File: src/rtl/uart_loader_if.sv
// Byte-stream loader bus: UART receive side in, memory write port and status out.
// The master drives the receive stream and start; the loader is the slave.
interface uart_loader_if #(
  parameter int ADDR_W = 14
);
  logic              start;
  logic [7:0]        rx_data;
  logic              rx_valid;
  logic              rx_ferr;
  logic              mem_we;
  logic [ADDR_W-1:0] mem_addr;
  logic [31:0]       mem_wdata;
  logic              busy;
  logic              done;
  logic              err;
  logic [ADDR_W:0]   words_loaded;

  modport master (
    output start, rx_data, rx_valid, rx_ferr,
    input  mem_we, mem_addr, mem_wdata, busy, done, err, words_loaded
  );

  modport slave (
    input  start, rx_data, rx_valid, rx_ferr,
    output mem_we, mem_addr, mem_wdata, busy, done, err, words_loaded
  );
endinterface

File: src/rtl/uart_loader.sv
// UART memory loader: 32-bit little-endian word count, then N words written to memory.
// Define LOADER_CHECKSUM_EN to require a trailing XOR checksum byte after the data.
module uart_loader #(
  parameter int                ADDR_W    = 14,
  parameter logic [ADDR_W-1:0] BASE_ADDR = '0
) (
  input logic        clk,
  input logic        rstn,
  uart_loader_if.slave bus
);

  typedef enum logic [2:0] {
    S_IDLE,
    S_HDR,
    S_DATA,
    S_CSUM,
    S_DONE,
    S_ERR
  } state_t;

  state_t            r_state;
  logic [1:0]        r_byteIdx;
  logic [23:0]       r_shift;
  logic [ADDR_W:0]   r_count;
  logic [ADDR_W:0]   r_words;
  logic              r_ferrQ;
  logic              r_memWe;
  logic [ADDR_W-1:0] r_memAddr;
  logic [31:0]       r_memWdata;
  logic              r_busy;
  logic              r_done;
  logic              r_err;
`ifdef LOADER_CHECKSUM_EN
  logic [7:0]        r_csum;
`endif

  logic [31:0]       w_word;
  logic              w_ferrRise;
  logic              w_lastByte;
  logic              w_tooBig;
  logic [ADDR_W:0]   w_nextWords;
  logic [ADDR_W-1:0] w_addr;

  // Each new byte enters at the top and older bytes shift down, so byte 0 ends in [7:0].
  assign w_word      = {bus.rx_data, r_shift};
  assign w_ferrRise  = bus.rx_ferr & ~r_ferrQ;
  assign w_lastByte  = (r_byteIdx == 2'd3);
  assign w_tooBig    = ({1'b0, w_word} > (33'd1 << ADDR_W));
  assign w_nextWords = r_words + (ADDR_W+1)'(1);
  assign w_addr      = BASE_ADDR + r_words[ADDR_W-1:0];

  always_ff @(posedge clk or negedge rstn) begin
    if (!rstn) begin
      r_state    <= S_IDLE;
      r_byteIdx  <= 2'd0;
      r_shift    <= 24'd0;
      r_count    <= '0;
      r_words    <= '0;
      r_ferrQ    <= 1'b1;
      r_memWe    <= 1'b0;
      r_memAddr  <= '0;
      r_memWdata <= 32'd0;
      r_busy     <= 1'b0;
      r_done     <= 1'b0;
      r_err      <= 1'b0;
`ifdef LOADER_CHECKSUM_EN
      r_csum     <= 8'd0;
`endif
    end else begin
      r_ferrQ <= bus.rx_ferr;
      r_memWe <= 1'b0;
      case (r_state)
        S_IDLE, S_DONE, S_ERR: begin
          if (bus.start) begin
            r_state   <= S_HDR;
            r_busy    <= 1'b1;
            r_done    <= 1'b0;
            r_err     <= 1'b0;
            r_words   <= '0;
            r_byteIdx <= 2'd0;
`ifdef LOADER_CHECKSUM_EN
            r_csum    <= 8'd0;
`endif
          end
        end
        default: begin
          // A fresh framing error beats any byte arriving in the same cycle.
          if (w_ferrRise) begin
            r_state <= S_ERR;
            r_busy  <= 1'b0;
            r_err   <= 1'b1;
          end else if (bus.rx_valid) begin
            r_shift   <= w_word[31:8];
            r_byteIdx <= r_byteIdx + 2'd1;
`ifdef LOADER_CHECKSUM_EN
            if (r_state != S_CSUM) begin
              r_csum <= r_csum ^ bus.rx_data;
            end
`endif
            case (r_state)
              S_HDR: begin
                if (w_lastByte) begin
                  r_count <= w_word[ADDR_W:0];
                  if (w_word == 32'd0) begin
`ifdef LOADER_CHECKSUM_EN
                    r_state <= S_CSUM;
`else
                    r_state <= S_DONE;
                    r_busy  <= 1'b0;
                    r_done  <= 1'b1;
`endif
                  end else if (w_tooBig) begin
                    r_state <= S_ERR;
                    r_busy  <= 1'b0;
                    r_err   <= 1'b1;
                  end else begin
                    r_state <= S_DATA;
                  end
                end
              end
              S_DATA: begin
                if (w_lastByte) begin
                  r_memWe    <= 1'b1;
                  r_memAddr  <= w_addr;
                  r_memWdata <= w_word;
                  r_words    <= w_nextWords;
                  if (w_nextWords == r_count) begin
`ifdef LOADER_CHECKSUM_EN
                    r_state <= S_CSUM;
`else
                    r_state <= S_DONE;
                    r_busy  <= 1'b0;
                    r_done  <= 1'b1;
`endif
                  end
                end
              end
`ifdef LOADER_CHECKSUM_EN
              S_CSUM: begin
                r_busy <= 1'b0;
                if (bus.rx_data == r_csum) begin
                  r_state <= S_DONE;
                  r_done  <= 1'b1;
                end else begin
                  r_state <= S_ERR;
                  r_err   <= 1'b1;
                end
              end
`endif
              default: begin
                r_state <= r_state;
              end
            endcase
          end
        end
      endcase
    end
  end

  assign bus.mem_we       = r_memWe;
  assign bus.mem_addr     = r_memAddr;
  assign bus.mem_wdata    = r_memWdata;
  assign bus.busy         = r_busy;
  assign bus.done         = r_done;
  assign bus.err          = r_err;
  assign bus.words_loaded = r_words;

endmodule

File: src/flat_wrapper.sv
// flat-port wrapper written by rule: the top's interface ports become plain ports
module uart_loader_flat 
#(
  parameter int                ADDR_W    = 14,
  parameter logic [ADDR_W-1:0] BASE_ADDR = '0
)
  (clk, rstn, bus_start, bus_rx_data, bus_rx_valid, bus_rx_ferr, bus_mem_we, bus_mem_addr, bus_mem_wdata, bus_busy, bus_done, bus_err, bus_words_loaded);
  uart_loader_if #(.ADDR_W(ADDR_W)) bus_i ();
  input logic clk;
  input logic rstn;
  input wire logic [$bits(bus_i.start)-1:0] bus_start;
  input wire logic [$bits(bus_i.rx_data)-1:0] bus_rx_data;
  input wire logic [$bits(bus_i.rx_valid)-1:0] bus_rx_valid;
  input wire logic [$bits(bus_i.rx_ferr)-1:0] bus_rx_ferr;
  output wire logic [$bits(bus_i.mem_we)-1:0] bus_mem_we;
  output wire logic [$bits(bus_i.mem_addr)-1:0] bus_mem_addr;
  output wire logic [$bits(bus_i.mem_wdata)-1:0] bus_mem_wdata;
  output wire logic [$bits(bus_i.busy)-1:0] bus_busy;
  output wire logic [$bits(bus_i.done)-1:0] bus_done;
  output wire logic [$bits(bus_i.err)-1:0] bus_err;
  output wire logic [$bits(bus_i.words_loaded)-1:0] bus_words_loaded;
  assign bus_i.start = bus_start;
  assign bus_i.rx_data = bus_rx_data;
  assign bus_i.rx_valid = bus_rx_valid;
  assign bus_i.rx_ferr = bus_rx_ferr;
  assign bus_mem_we = bus_i.mem_we;
  assign bus_mem_addr = bus_i.mem_addr;
  assign bus_mem_wdata = bus_i.mem_wdata;
  assign bus_busy = bus_i.busy;
  assign bus_done = bus_i.done;
  assign bus_err = bus_i.err;
  assign bus_words_loaded = bus_i.words_loaded;
  uart_loader #(.ADDR_W(ADDR_W), .BASE_ADDR(BASE_ADDR)) u_core (.clk(clk), .rstn(rstn), .bus(bus_i));
endmodule
File: config.mk
export PLATFORM = sky130hd
export DESIGN_NAME = uart_loader_flat
export DESIGN_NICKNAME = d
export VERILOG_FILES = /design/src/rtl/uart_loader_if.sv /design/src/rtl/uart_loader.sv /design/src/flat_wrapper.sv
export SDC_FILE = /design/constraint.sdc
export NUM_CORES = 1
export LEC_CHECK = 0
export BUFFER_PORTS_ARGS = -buffer_cell sky130_fd_sc_hd__buf_2
export CORE_MARGIN = 1.5
export CORE_UTILIZATION = 50
export DETAILED_ROUTE_END_ITERATION = 12
export PLACE_DENSITY = 0.77
export SYNTH_ARGS = -nofsm -noshare
export SYNTH_HDL_FRONTEND = slang
export SYNTH_SLANG_ARGS = --single-unit
File: constraint.sdc
create_clock -name clk -period 5.4 [get_ports clk]
set_input_delay 0.81 -clock clk [delete_from_list [all_inputs] [get_ports clk]]
set_output_delay 0.81 -clock clk [all_outputs]
set_load 0.01 [all_outputs]
### Word-level counts from Yosys, hierarchy flattened

Index checks and enable logic that the tools add are counted.

* add/subtract/negate cells: 2
* magnitude comparators: 1
* equal/unequal tests: 17
* mux-type cells: 51
* bitwise gates (word level): 4
* reduce and logical (&&, ||, !) cells: 21

Operators with widths (count)
* two-way mux 15 bit: 6
* > comparator 32 x 15 -> 1 bit, second input constant: 1
* zero test 32 bit: 1
* two-way mux 1 bit: 29
* two-way mux 3 bit: 9
* adder 15 x 1 -> 15 bit, second input constant: 1
* == test 15 bit: 1
* AND reduction 5 bit: 3
* nonzero test 3 bit: 5
* AND reduction 6 bit: 2
* != test 3 x 2 -> 1 bit, second input constant: 3
* two-way mux 2 bit: 4
* != test 4 x 2 -> 1 bit, second input constant: 2
* AND reduction 8 bit: 1
* AND reduction 7 bit: 1
* == test 3 bit, second input constant: 2
* != test 3 x 1 -> 1 bit, second input constant: 2
* case mux 3 bit (2 select lines): 1
* AND reduction 3 bit: 2
* nonzero test 2 bit: 3
* != test 5 x 1 -> 1 bit, second input constant: 1
* != test 2 bit, second input constant: 2
* != test 4 x 1 -> 1 bit, second input constant: 1
* case mux 1 bit (2 select lines): 2
* other kinds (9): 11

* register bits after elaboration: 110
* bits of input ports: 13
* word-level logic and storage cells: 108

### Longest topological paths before layout

Gate-level depths: netlist of run 1.

* depth in word-level cells: 8
* gate-level depth with buffers: 10
* depth with buffers taken out: 8

### Worst setup path after synthesis of run 1

No wires, ideal clock.

* kind: reg-to-reg
* start: reg u_core.r_words[0] (netlist: u_core.bus.words_loaded[0])
* end: reg u_core.r_state[2]
* setup time: 0.132 ns
* data arrival time: 2.398 ns
* slack: 2.870 ns
* cell stages (with the launch flop): 10
* buffers on the path: 1
* clock period less this slack: 2.530 ns
* path through: dfrtp_1 > ha_1 > buf_2 > nand3_1 > or4_1 > a32o_1 > a21o_1 > nand4_1 > nor2_1 > or3b_1

* word-level cells in the longest chain between the ends: 4

RTL lines
* start: declaration: line uart_loader.sv:25 `logic [ADDR_W:0] r_words;`
* start signal: assignment: line uart_loader.sv:126 `r_words <= w_nextWords;`
* adder 15 x 1 -> 15 bit: line uart_loader.sv:49 `assign w_nextWords = r_words + (ADDR_W+1)'(1);`
* == test 15 bit: line uart_loader.sv:127 `if (w_nextWords == r_count) begin`
* != test 4 x 2 -> 1 bit (no line)
* AND reduction 6 bit (no line)
* end signal: assignment: line uart_loader.sv:151 `r_state <= r_state;`
* end: declaration: line uart_loader.sv:21 `state_t r_state;`

No other way between the ends.
A chain may end at the register's enable or synchronous reset.

### Worst setup path after layout of run 1

* start: reg u_core.r_state[2]
* end: reg u_core.r_words[3] (netlist: u_core.bus.words_loaded[3])

* word-level cells in the longest chain between the ends: 4

RTL lines
* == test 3 bit or zero test 3 bit (tied branches): line uart_loader.sv:72 `case (r_state)`
* OR reduction 3 bit: line uart_loader.sv:72
* != test 2 bit (no line) or nonzero test 2 bit (tied branches)
* AND reduction 5 bit (no line)

Parallel ways exist; a longest one is shown, timed or not.

==> run summary, run 1 <==
The placeable core area is ~0.0099 mm². The share of synthesized cell area in and, or, nand and nor gates came out at a little over a quarter. The number of antenna violations at the first check in global routing was 0. The total overflow left after global routing is 0. The tightest min-delay check is of the reg -> reg type. The ratio of routed vias to standard cells is about 5.5. Setup repair after global routing left no endpoint under its margin.

Summing the areas of all compound-gate instances in the mapped netlist gives under 10% of the synthesized area. The minimum period implied by the final worst setup slack came out at 3510 ps. The mean area per synthesized cell came out at just over 9 µm². The maximum ir drop on the vdd rail came out at between 0.15 and 0.2 mV.

Among cell families on the critical path, the largest total delay comes from simple AND/OR/NAND/NOR gates. After synthesis, the cell types taking the most area are sky130_fd_sc_hd__dfrtp_1 53%, sky130_fd_sc_hd__nand2_1 16%, sky130_fd_sc_hd__mux2_2 2.9%. The number of remaining DRC errors is 0. Synthesis inferred 110 register bits. The final wirelength came out at between 10000 and 15000 µm. The final weighted congestion of routability-driven global placement is roughly 0.9. Along the worst hold path, the cell count comes to 2. TritonCTS built the clock tree. The count of fill cells added during filler insertion came out at 846. The portion of synthesized area spent on multiplexers is about 3.3%.

The setup TNS after final layout is 0 ps. The post-cts sizing count is 0. The worst register-to-register path ends at u_core.bus.words_loaded[3]. For this design the total switching power over the nets is about 700 µW.

By area, the combinational part of the netlist is dominated by simple AND/OR/NAND/NOR gates. The number of warnings printed during yosys synthesis came out at 0. The I/O pin count is 78. The chip width came out at roughly 100 µm.

In this run the most critical hold path is launched from u_core.bus.mem_addr[10]. The number of vias in the routed layout is about 4200. The cell type of the slowest stage on the worst timing path is sky130_fd_sc_hd__o22ai_1. The worst setup path is captured at a flip-flop. The count of buffers added by post-CTS timing repair for setup is 0.

The share of total power dissipated in combinational logic is 21.9%. The root buffer cell chosen for the clock tree is sky130_fd_sc_hd__clkbuf_8. The detailed router's first-iteration violation count is approximately 260. The leading register cell type out of synthesis is sky130_fd_sc_hd__dfrtp_1.

The number of hold-repair buffers added at the cts stage came out at 0. The leakage dissipation is ~0.0031 µW. After clock tree synthesis, the clock-pin slew on the worst setup and hold paths is between 100 and 150 ps. The clock latency reported for the late side of the worst-skew pair came out at around 370 ps. The CTS sink count came out at 110. The worst-margin pin slew is roughly 1200 ps. STA puts the critical path data arrival time at between 3000 and 4000 ps. After legalization and detailed placement, the total HPWL measured between 7000 and 8000 µm. Measured against its own limit, the worst slew margin works out to between 15 and 20%. The floorplan step defined a die boundary enclosing around 0.011 mm². The starting density of the core is 52.1%. The synthesized net count came out at a little under 600. The layout cell share with drive strength beyond 1 is approximately a fifth. The pin count of the biggest net entering global routing is 74. The number of flops mapped to enable cells by yosys is 0. The final standard cell count with taps included and fillers excluded is around 760. In this run the power density over the cells is roughly 350 mW/mm². The worst hold-check slack came out at about 480 ps. The combined flip-flop and latch cell area is between 0.002 and 0.003 mm². The first global-routing pass estimated about 20000 µm of wire. Summed over all instances, the cell type with the most area after synthesis is sky130_fd_sc_hd__dfrtp_1. Dividing the final minimum period by the clock period gives around two thirds. 0 antenna diodes ended up in the layout. The number of global-route vias before repair was 4056.

The peak fanout along the critical path came out at 30. The die height came out at about 100 µm. The synthesized netlist devotes 0.487% of its cell area to adder and majority cells. The layout overhead on the synthesized area came out at 12.8%. Port buffering added between 70 and 80 buffers. For hold timing, the worst endpoint is u_core.bus.mem_addr[10]. The startpoint of the worst-slack reg-to-reg timing path is u_core.r_state[2]. The critical path is of the reg -> reg type. The maximum clock skew at final layout is about 15 ps.

The maximum number of buffers from clock root to sink came out at 2. The number of maximum-capacitance constraint violations came out at 0. The number of levels in the clock H-tree came out at 3. The number of instances in the synthesized netlist is 564. The average routed wire per standard cell came out at roughly 16 µm.

The hold violation total from the final report came out at 0. The setup slack of the most critical reg-to-reg path came out at roughly 1900 ps. The fraction of power consumed by the clock network came out at 24.4%.

The number of cell rows is 36. The async set-or-reset flop fraction in the synthesized netlist came out at 100%. The remaining antenna violation count after routing came out at 0.

Setup violations remaining at the end of the flow were counted as 0. The run finished with clean final reports. The cell-internal power came out at 1340 µW. The synthesized cell area came out at roughly 0.005 mm².

The first-pass iteration count of the detailed router is 6. The final max-slew violation count came out at 0. The number of library cell types mapped by synthesis is 57. The peak clock frequency supported by timing is ~280 MHz. At the worst endpoint, the required time is between 5000 and 6000 ps. The proportion of total power due to net switching came out at around a third.

Counting both buffers and inverters, the worst setup path holds a total of 2. The element type at the critical path start is a flip-flop. For the worst flop-to-flop path, the logic depth is 9. The share of the Yosys chip area taken by registers is a little over half. After the last flow step, the layout net total stands at 640. The share of total power in sequential cells is between 50% and 60%. For this run, the total global-route usage over all layers was measured as 23.1%.

The fraction of synthesized cell area taken by the top area cell type came out at a little over half. In this run, placement finished with an instance count of 747. The largest stage delay on the critical path came out at between 600 and 700 ps. The critical path goes through nand2b_1 > nand2b_1 > nand3_1 > buf_4 > or3_2 > inv_1 > o22ai_1 > o21ai_0 > o31ai_1. The total clock buffers created by CTS is 9.

Of the total synthesized cell area, the portion taken by XOR and XNOR cells is between 3 and 4%. The cell that appears most often on the critical path is sky130_fd_sc_hd__nand2b_1. The area taken by multi-input logic gates came out at approximately 0.0022 mm².
[synth_stat cells (6+ instances only)]
cell type                  count
sky130_fd_sc_hd__inv_1         6
sky130_fd_sc_hd__mux2_2       13
sky130_fd_sc_hd__a21oi_1       8
sky130_fd_sc_hd__nand3_1      13
sky130_fd_sc_hd__buf_2         8
sky130_fd_sc_hd__nor3_1        6
sky130_fd_sc_hd__xnor2_1      15
sky130_fd_sc_hd__o21ai_0      26
sky130_fd_sc_hd__nand2_1     224
sky130_fd_sc_hd__nor4_1       10
sky130_fd_sc_hd__o31ai_1       6
sky130_fd_sc_hd__clkbuf_1     18
sky130_fd_sc_hd__dfrtp_1     109
sky130_fd_sc_hd__nor2_1       25
[layer usage]
layer  vias to the layer above  global-route usage (%)  part of all wire [%]
li1                       2006                       -                     -
met5                         -                       0                     0
met4                         0                    8.63                   2.2
met2                       163                    35.3                    46
met1                      2015                    32.9                    45
met3                        20                    4.32                   6.3
[flip-flops by register name (all words and copies together), names as in the netlist]
signal / count
u_core.r_ferrQ: 1
u_core.r_byteIdx: 2
u_core.r_state: 3
u_core.r_shift: 24
u_core.bus.done: 1
u_core.bus.mem_addr: 14
u_core.bus.words_loaded: 15
u_core.bus.mem_we: 1
u_core.r_count: 15
u_core.bus.mem_wdata: 32
u_core.bus.err: 1
u_core.bus.busy: 1
[worst register-to-register path, cell delays in order (launching register included)]
cell	delay (ps)
sky130_fd_sc_hd__dfrtp_1	460
sky130_fd_sc_hd__nand2b_1	260
sky130_fd_sc_hd__nand2b_1	210
sky130_fd_sc_hd__nand3_1	100
sky130_fd_sc_hd__buf_4	240
sky130_fd_sc_hd__or3_2	490
sky130_fd_sc_hd__inv_1	580
sky130_fd_sc_hd__o22ai_1	610
sky130_fd_sc_hd__o21ai_0	320
sky130_fd_sc_hd__o31ai_1	100
[final cells by class]
class | count | area share [%]
clock buffer | 9 | 2.14
clock inverter | 7 | 1.23
inverter | 6 | 0.389
multi-input combinational | 415 | 38.1
sequential | 110 | 47.5
tap | 133 | 2.87
timing repair buffer | 83 | 7.69
[cells in the final DEF, fill, tap and decap left out, drive strengths merged, types with 2 or more instances in the layout]
cell,count
and2,3
or4,2
a31oi,4
or3,2
xnor2,15
o41ai,3
o21ai,26
or3b,2
mux2,15
nor2b,2
a21oi,8
clkbuf,9
nor4b,2
nor3b,2
o31ai,6
buf,83
a21o,2
ha,2
nor4,12
xor2,5
o211ai,2
inv,8
nand2b,4
and3,4
clkinv,4
nand3,14
nand2,224
nand4,6
nor3,7
dfrtp,109
nor2,25
[cells by family (layout without fill, tap and decap cells)]
family	count (synthesis)	in the layout
compound gates	65	65
xor+xnor	20	20
fa+ha+maj	2	2
buf+inv	39	105
flops	110	110
mux	15	15
simple gates	313	313
[how the worst max path moves through the flow]
stage,from,cells past startpoint,slack [ps],end
3_3_place_gp,bus_rx_ferr,9,1830,u_core.bus.words_loaded[7]
5_1_grt,u_core.r_state[2],9,1590,u_core.bus.words_loaded[13]
4_1_cts,u_core.r_state[2],9,1920,u_core.bus.words_loaded[3]
2_1_floorplan,u_core.bus.words_loaded[0],9,2870,u_core.r_state[2]
6_report,u_core.r_state[2],9,1890,u_core.bus.words_loaded[3]
3_5_place_dp,bus_rx_ferr,9,1700,u_core.bus.words_loaded[9]
[power groups by stage]
stage	registers (µW)	clock network, µW	logic [µW]
4_1_cts	1090	510	447
2_1_floorplan	1050	0	332
5_1_grt	1110	543	501
6_report	1090	497	447
3_3_place_gp	1100	0	428
3_5_place_dp	1100	0	444
[per-stage QoR]
stage	power [µW]	setup slack [ps]	cell area, µm²	util (%)
floorplan	1380	2870	5140	-
global placement	1520	1830	5600	56.7
detailed placement	1550	1700	5600	56.7
CTS	2050	1920	5790	58.7
global route	2150	1590	5790	58.7
finish	2040	1890	5790	58.7
Note: power is estimated with default switching activity, not from simulation.
==> inputs of run 2 (changes only) <==
==> constraint.sdc (replaced) <==
create_clock -name clk -period 3.6 [get_ports clk]
set_input_delay 0.54 -clock clk [delete_from_list [all_inputs] [get_ports clk]]
set_output_delay 0.54 -clock clk [all_outputs]
set_load 0.01 [all_outputs]
==> run 2 against run 1 <==
Critical path depth shrank 1. Sequential power rose by 50%. Clock power up 46%. Final area is essentially flat. Non-clock buffer count rose by 1. Flip-flop and latch count unchanged. Final cell count is 0.13% higher. Critical path type unchanged. Largest power group unchanged. Highest routed layer unchanged.
==> run summary, run 2 (same netlist as run 1, synthesis figures left out) <==
The top cell types in the final layout, fill and taps aside, are 224 x sky130_fd_sc_hd__nand2_1, 109 x sky130_fd_sc_hd__dfrtp_1, 76 x sky130_fd_sc_hd__buf_2. From left edge to right edge, the die measures 104 µm. In this run, CTS created clock tree buffers numbering 9. The count of cells in the finished layout, fillers not included, comes to 764. Summed over all nets, the half-perimeter wirelength after detailed placement is just over 8000 µm. The number of flip-flops under the largest register name came out at 32. The overall global routing resource usage is a little under a quarter. The starting density of the core came out at 52.1%. The flow ran to the end, and the final reports show no timing, DRC or antenna violations. The worst setup path is launched from a flip-flop.

The clock latency reported for the late side of the worst-skew pair is 370 ps. The pin count of the biggest net entering global routing is 67. The library cell used most frequently in the layout, excluding fill and tap cells, is sky130_fd_sc_hd__nand2_1.

The number of levels in the clock H-tree is 3. The relative slew slack is about 23%. In the routed design, unresolved DRC markers number 0. The die height came out at 104 µm.

The cell type of the slowest stage on the worst timing path is sky130_fd_sc_hd__dfrtp_1. The clock passes through at most 2 buffers. The wire length of the first global-routing pass is around 20000 µm.

The first-pass iteration count of the detailed router is 5. The signal arrival time at the worst endpoint came out at approximately 3200 ps. TritonCTS built the clock tree. The final max-slew violation count is 0. The setup slack of the most critical reg-to-reg path came out at around 700 ps. Hold repair after CTS inserted 0 buffers.

The hold violation total from the final report came out at 0. The number of cell rows is 36. The cell count of the worst reg-to-reg path is 8.

The final weighted congestion of routability-driven global placement is approximately 0.85. The layout cell share with drive strength beyond 1 came out at about a fifth. The CTS sink count is 110. Among cell families on the critical path, the largest total delay comes from compound AO/OA/AOI/OAI gates. The number of placed instances, taps included, is between 700 and 800.

The final net count is ~640. In this run the count of I/O pins placed on the die edge is about 80. The power per cell area is roughly 520 mW/mm². The placeable core area came out at about 0.0099 mm². Timing would allow up to roughly 350 MHz. The kind of capture point of the worst setup path is a flip-flop. Walking the worst path, the cells encountered are ha_1 > nand3_1 > nor4_1 > a32oi_1 > a221oi_2 > a41oi_2 > a21o_1 > a211oi_2. Once the clock tree was built, the setup fixing pass inserted 0 buffers. In this run the static leakage power is around 0.0031 µW.

Summing over every cut layer, the via total after detailed routing is between 4000 and 5000. The detailed router's first-iteration violation count is just over 200. Summed over all failing endpoints, the final setup total negative slack is 0 ps. The most critical setup path has its endpoint at u_core.bus.busy. Data on the critical path is required at its endpoint by 3890 ps. Along the worst path, the maximum fanout reaches 9. The utilization of the core after routing came out at slightly below 60%. The combined buffer and inverter count along the critical path came out at 0.

The number of antenna violations at the first check in global routing came out at 0. The antenna diode count is 0. The layout overhead on the synthesized area came out at 12.8%. The floorplan step defined a die boundary enclosing around 0.011 mm². After routing the design area is slightly below 0.006 mm². The average routed wire per standard cell is around 16 µm. The count of nets left with antenna violations once routing finished came out at 0.

The number of maximum-capacitance constraint violations came out at 0. Dividing the detail-routed via count by the number of cells gives about 5.5. The post-cts sizing count came out at 0. VDD sags by at most 0.302 mV. The worst setup path is of the reg -> reg kind. Setup repair after global routing left no endpoint under its margin. The startpoint of the worst-slack reg-to-reg timing path is u_core.bus.words_loaded[0]. The cell sitting at the root of the clock tree is a sky130_fd_sc_hd__clkbuf_8. Summed over all layers, the global routing overflow is 0. The number of gates on the worst path with buffers counted is 8. The total placed instance area is ~0.0056 mm². The worst register-to-register path ends at u_core.bus.busy. In this run the worst hold path is classified as in -> async. The worst-margin pin slew came out at ~1200 ps. The count of buffers inserted at the top-level ports came out at between 70 and 80.

The count of endpoints failing setup in the final report came out at 0. Tracing the worst setup path back leads to its startpoint at u_core.bus.words_loaded[0]. The clock input transition at the sequential cells of the worst setup and hold paths is 110 ps. Dividing the final minimum period by the clock period gives roughly 80%. The final wirelength is ~12000 µm. The number of global-route vias before repair is around 4000. Between clock sinks in the finished design, the worst skew comes to 12.1 ps. The minimum period implied by the final worst setup slack is ~2900 ps.

The largest stage delay on the critical path is around 500 ps.
-- run 2: cell count changes in the layout (fill, tap and decap cells not counted) --
| cell | change |
|---|---|
| sky130_fd_sc_hd__clkinv_2 | -3 |
| sky130_fd_sc_hd__buf_4 | +1 |
| sky130_fd_sc_hd__bufinv_16 | -1 |
| sky130_fd_sc_hd__clkbuf_1 | +1 |
| sky130_fd_sc_hd__clkinv_4 | -1 |
| sky130_fd_sc_hd__clkinv_8 | +1 |
| sky130_fd_sc_hd__clkinvlp_4 | +1 |
| sky130_fd_sc_hd__inv_6 | +1 |
| sky130_fd_sc_hd__inv_8 | +1 |
-- run 2: worst min-delay path by stage --
stage,from,to,slack [ps],cells past startpoint
2_1_floorplan,rstn,u_core.bus.busy,240,0
3_3_place_gp,u_core.bus.mem_addr[9],u_core.bus.mem_addr[9],450,2
3_5_place_dp,u_core.bus.mem_addr[9],u_core.bus.mem_addr[9],460,2
4_1_cts,rstn,u_core.bus.mem_addr[13],260,1
5_1_grt,bus_rx_ferr,u_core.r_ferrQ,270,1
6_report,rstn,u_core.bus.mem_we,230,1
-- run 2: final cells by class --
type | instances | area, µm²
Fill cell | 863 | 4070
Sequential cell | 110 | 2750
Timing Repair Buffer | 84 | 453
Clock buffer | 10 | 128
Clock inverter | 6 | 61.3
Multi-Input combinational cell | 415 | 2210
Tap cell | 133 | 166
Inverter | 6 | 22.5
-- run 2: layer usage --
layer | global-route usage, % | wire length [µm] | vias up
li1 | - | - | 2007
met1 | 32.0 | 5450 | 2036
met2 | 36.3 | 5650 | 154
met3 | 3.63 | 671 | 24
met4 | 7.84 | 255 | 0
met5 | 0 | 0 | -
-- run 2: power by group --
group | switching [µW] | internal (µW)
Combinational | 391 | 275
Sequential | 219 | 1410
Clock | 455 | 271
-- run 2: worst register-to-register path: cells and delay by family (launching register included) --
kind | cells | cell delay (ps)
DFF | 1 | 500
and+or+nand+nor | 2 | 730
adders and majority gates | 1 | 380
AOI/OAI and AO/OA | 5 | 1210
-- run 2: metrics by stage --
stage	power, µW	hold WS, ps	setup slack [ps]
after floorplan	2070	244	1070
after global placement	2290	453	917
after detailed placement	2320	459	835
after CTS	3040	263	781
after global routing	3200	268	525
final	3030	230	705
==> inputs of run 3 (changes only) <==
--- a/config.mk
+++ b/config.mk
@@ -5,6 +5,7 @@
 export SDC_FILE = /design/constraint.sdc
 export NUM_CORES = 1
 export LEC_CHECK = 0
+export ABC_AREA = 1
 export BUFFER_PORTS_ARGS = -buffer_cell sky130_fd_sc_hd__buf_2
 export CORE_MARGIN = 1.5
 export CORE_UTILIZATION = 50
==> constraint.sdc (replaced) <==
create_clock -name clk -period 2.69 [get_ports clk]
set_input_delay 0.4035 -clock clk [delete_from_list [all_inputs] [get_ports clk]]
set_output_delay 0.4035 -clock clk [all_outputs]
set_load 0.01 [all_outputs]
==> run 3 against run 2 <==
Clock skew grew 7.3 ps. Largest power group unchanged. Synthesized cell count is 2.1% higher. Critical path depth grew 6. Register-to-register slack got worse by 240 ps.
==> run summary, run 3 <==
The count of buffers added by post-CTS timing repair for setup is 0. The area enclosed by the die boundary is roughly 0.011 mm². The final design instance area without fill came out at between 0.005 and 0.006 mm².

Setup repair after global routing left no endpoint under its margin. The hold violation total from the final report is 0. The share of the cycle needed by the critical path after routing is between 80% and 90%. For this configuration, the core starts out at a cell density of 52.1%. The clock input transition at the sequential cells of the worst setup and hold paths came out at roughly 110 ps. After detailed routing, the number of remaining DRC violations is 0.

The signal arrival time at the worst endpoint came out at around 2500 ps. The largest stage delay on the critical path came out at between 400 and 500 ps. The maximum ir drop on the vdd rail came out at 0.772 mV. The cell type of the slowest stage on the worst timing path is sky130_fd_sc_hd__dfrtp_1. The pin count of the biggest net entering global routing came out at 67. In this run the remaining antenna-violating nets after routing total 0. The signal on the critical path passes through ha_1 > nand2_1 > nor2_1 > nand3_1 > nand2_1 > nand2_1 > nand2_1 > nand3_1 > nor2_1 > nand3_1 > nand3_2 > nand3_1 > nand2_1 > nand2_1.

The layout cell share with drive strength beyond 1 came out at between 20% and 30%. The first detailed-routing pass ran for 4 iterations. The worst setup path is captured at a flip-flop. Grouping stages by cell kind, the critical path spends the most delay in simple AND/OR/NAND/NOR gates. The repair_antennas step left the layout with diodes totalling 0. The number of warnings printed during yosys synthesis came out at 0. The average routed wire per standard cell is 14.2 µm. The final net count is 665. The register with the most flip-flops in the layout has 32 of them. The placeable core area is slightly below 0.01 mm². The number of antenna violations at the first check in global routing came out at 0. The count of endpoints failing setup in the final report came out at 0.

The die height came out at approximately 100 µm. The mean area per synthesized cell is 8.97 µm². Sorting the synthesized cells by area gives the leading types as sky130_fd_sc_hd__dfrtp_1 53%, sky130_fd_sc_hd__nand2_1 12%, sky130_fd_sc_hd__o21ai_2 5.1%. In this run the core area contains 36 standard-cell rows. The minimum period implied by the final worst setup slack came out at about 2200 ps. The element type at the critical path start is a flip-flop. The total placed instance area came out at ~0.0057 mm².

The critical path is of the reg -> reg type. Once detailed placement completed, the half-perimeter wirelength came to 8080 µm. The maximum clock skew at final layout came out at ~19 ps.

The leading area contributor after synthesis is sky130_fd_sc_hd__dfrtp_1. The clock root buffer master is sky130_fd_sc_hd__clkbuf_8. Headroom to the max-slew limit came out at between 50 and 60%.

After the first detailed-routing iteration, the DRC count stood at between 200 and 250. Data on the critical path is required at its endpoint by about 2900 ps. The number of library cell types mapped by synthesis is 35.

In the layout the commonest cells are 161 x sky130_fd_sc_hd__nand2_1, 109 x sky130_fd_sc_hd__dfrtp_1, 76 x sky130_fd_sc_hd__buf_2. The ratio of routed vias to standard cells came out at 5.20. The number of global-route vias before repair was between 4000 and 5000.

Synthesis handed over a netlist of 576 instances. The count of buffers inserted at the top-level ports came out at 77. By count the netlist is led by 161 x sky130_fd_sc_hd__nand2_1, 109 x sky130_fd_sc_hd__dfrtp_1, 68 x sky130_fd_sc_hd__inv_1. Of the post-synthesis cell area, the dominant cell type holds between 50 and 60%. The die is 105 µm wide. TritonCTS built the clock tree.

The synthesized cell area is between 0.005 and 0.006 mm². The clock latency reported for the late side of the worst-skew pair came out at approximately 370 ps. The async set-or-reset flop fraction in the synthesized netlist is between 90% and 100%. The synthesized net count is about 590. The count of fill cells added during filler insertion is 894.

The CTS sink count is 110. The post-cts sizing count is 0. In the global route stage, overall resource usage came out at between 20% and 30%.

The tightest min-delay check is of the in -> async type. The number of maximum-capacitance constraint violations is 0. The I/O pin count is 78. The number of flops mapped to enable cells by yosys is 0.

Dividing total power by cell area gives a power density of just under 1000 mW/mm². In the final timing run, aggregate negative setup slack is 0 ps. The run finished with clean final reports. The total of flip-flops plus latches after synthesis came out at 110. Global routing finished with a remaining overflow of 0.

Among all cell types in the netlist, the one instantiated most often is sky130_fd_sc_hd__nand2_1. Before CTS, the worst setup slack after placement is 546 ps. In this run the worst path has a maximum fanout of 5. The first global-routing pass estimated around 19000 µm of wire. The final worst slack is 466 ps.

The worst-margin pin slew came out at 632 ps. The final max-slew violation count was 0. In the synthesized netlist the dominant register cell turns out to be sky130_fd_sc_hd__dfrtp_1. The number of levels in the clock H-tree is 3. The total clock buffers created by CTS came out at 9. Leaving out fill and tap cells, the most frequent cell in the layout is sky130_fd_sc_hd__nand2_1. The final wirelength is 11200 µm. The number of vias in the routed layout is about 4000. The number of hold-repair buffers added at the cts stage is 0. The final weighted congestion of routability-driven global placement is 0.943.

The area growth from synthesis to layout is 13.3%. The maximum number of buffers from clock root to sink came out at 2. Among the stages of the critical path, the cell type that occurs most often is sky130_fd_sc_hd__nand2_1. Static timing analysis puts the maximum clock frequency at between 400 and 500 MHz. The combined buffer and inverter count along the critical path is 0.

The leakage dissipation came out at 0.00293 µW. The sequential area share after synthesis is 53.3%.
==> run 3: kinds of logic after synthesis <==
group	count (synthesis)	share of synthesized area (%)
xor+xnor	10	2.23
buf+inv	94	8.33
compound gates	108	14.2
flops	110	53.3
simple gates	252	21.4
fa+ha+maj	2	0.484
==> run 3: where the power goes <==
group | switching [µW] | internal, µW
clock | 558 | 373
sequential | 343 | 2220
combinational | 1460 | 846
==> run 3: cell type report <==
type	instances	area [µm²]	share of cell area, %
clock inverters	5	42.5	0.726
repair buffers	84	490	8.38
well taps	133	166	2.84
flip-flops and latches	110	2750	47.0
multi-input cells	372	1980	33.9
inverters	73	278	4.74
clock buffers	11	141	2.41
==> run 3: stage by stage <==
| step | utilization (%) | hold slack, ps | power (µW) | instances |
|---|---|---|---|---|
| after global placement | 57.2 | 447 | 4840 | 772 |
| after global routing | 59.1 | 48.0 | 6260 | 788 |
| after floorplan | - | 108 | 4180 | 576 |
| final | 59.1 | 22.0 | 5800 | 788 |
| after detailed placement | 57.2 | 443 | 4910 | 772 |
| after CTS | 59.1 | 41.6 | 5850 | 788 |
==> run 3: layer usage <==
metal  share of wire [%]  up-vias  GRT usage, %
li1                    -     2000             -
met1                  44     1951          28.9
met2                  48      130          35.2
met3                 5.8       19          5.49
met4                 2.3        0          7.63
met5                   0        -             0
==> run 3: worst paths after layout <==
path / endpoint / from / cells after the start / slack [ps]
worst max-delay path: u_core.r_state[0] / u_core.bus.words_loaded[1] / 14 / 470
worst min-delay path: u_core.bus.mem_wdata[22] / rstn / 1 / 20
worst max register to register: u_core.r_state[0] / u_core.bus.words_loaded[1] / 14 / 470
worst min register to register: u_core.bus.mem_wdata[2] / u_core.bus.mem_wdata[2] / 2 / 480
max in group asynchronous: u_core.r_ferrQ / rstn / 2 / 1890
min in group clk: u_core.r_ferrQ / bus_rx_ferr / 1 / 130
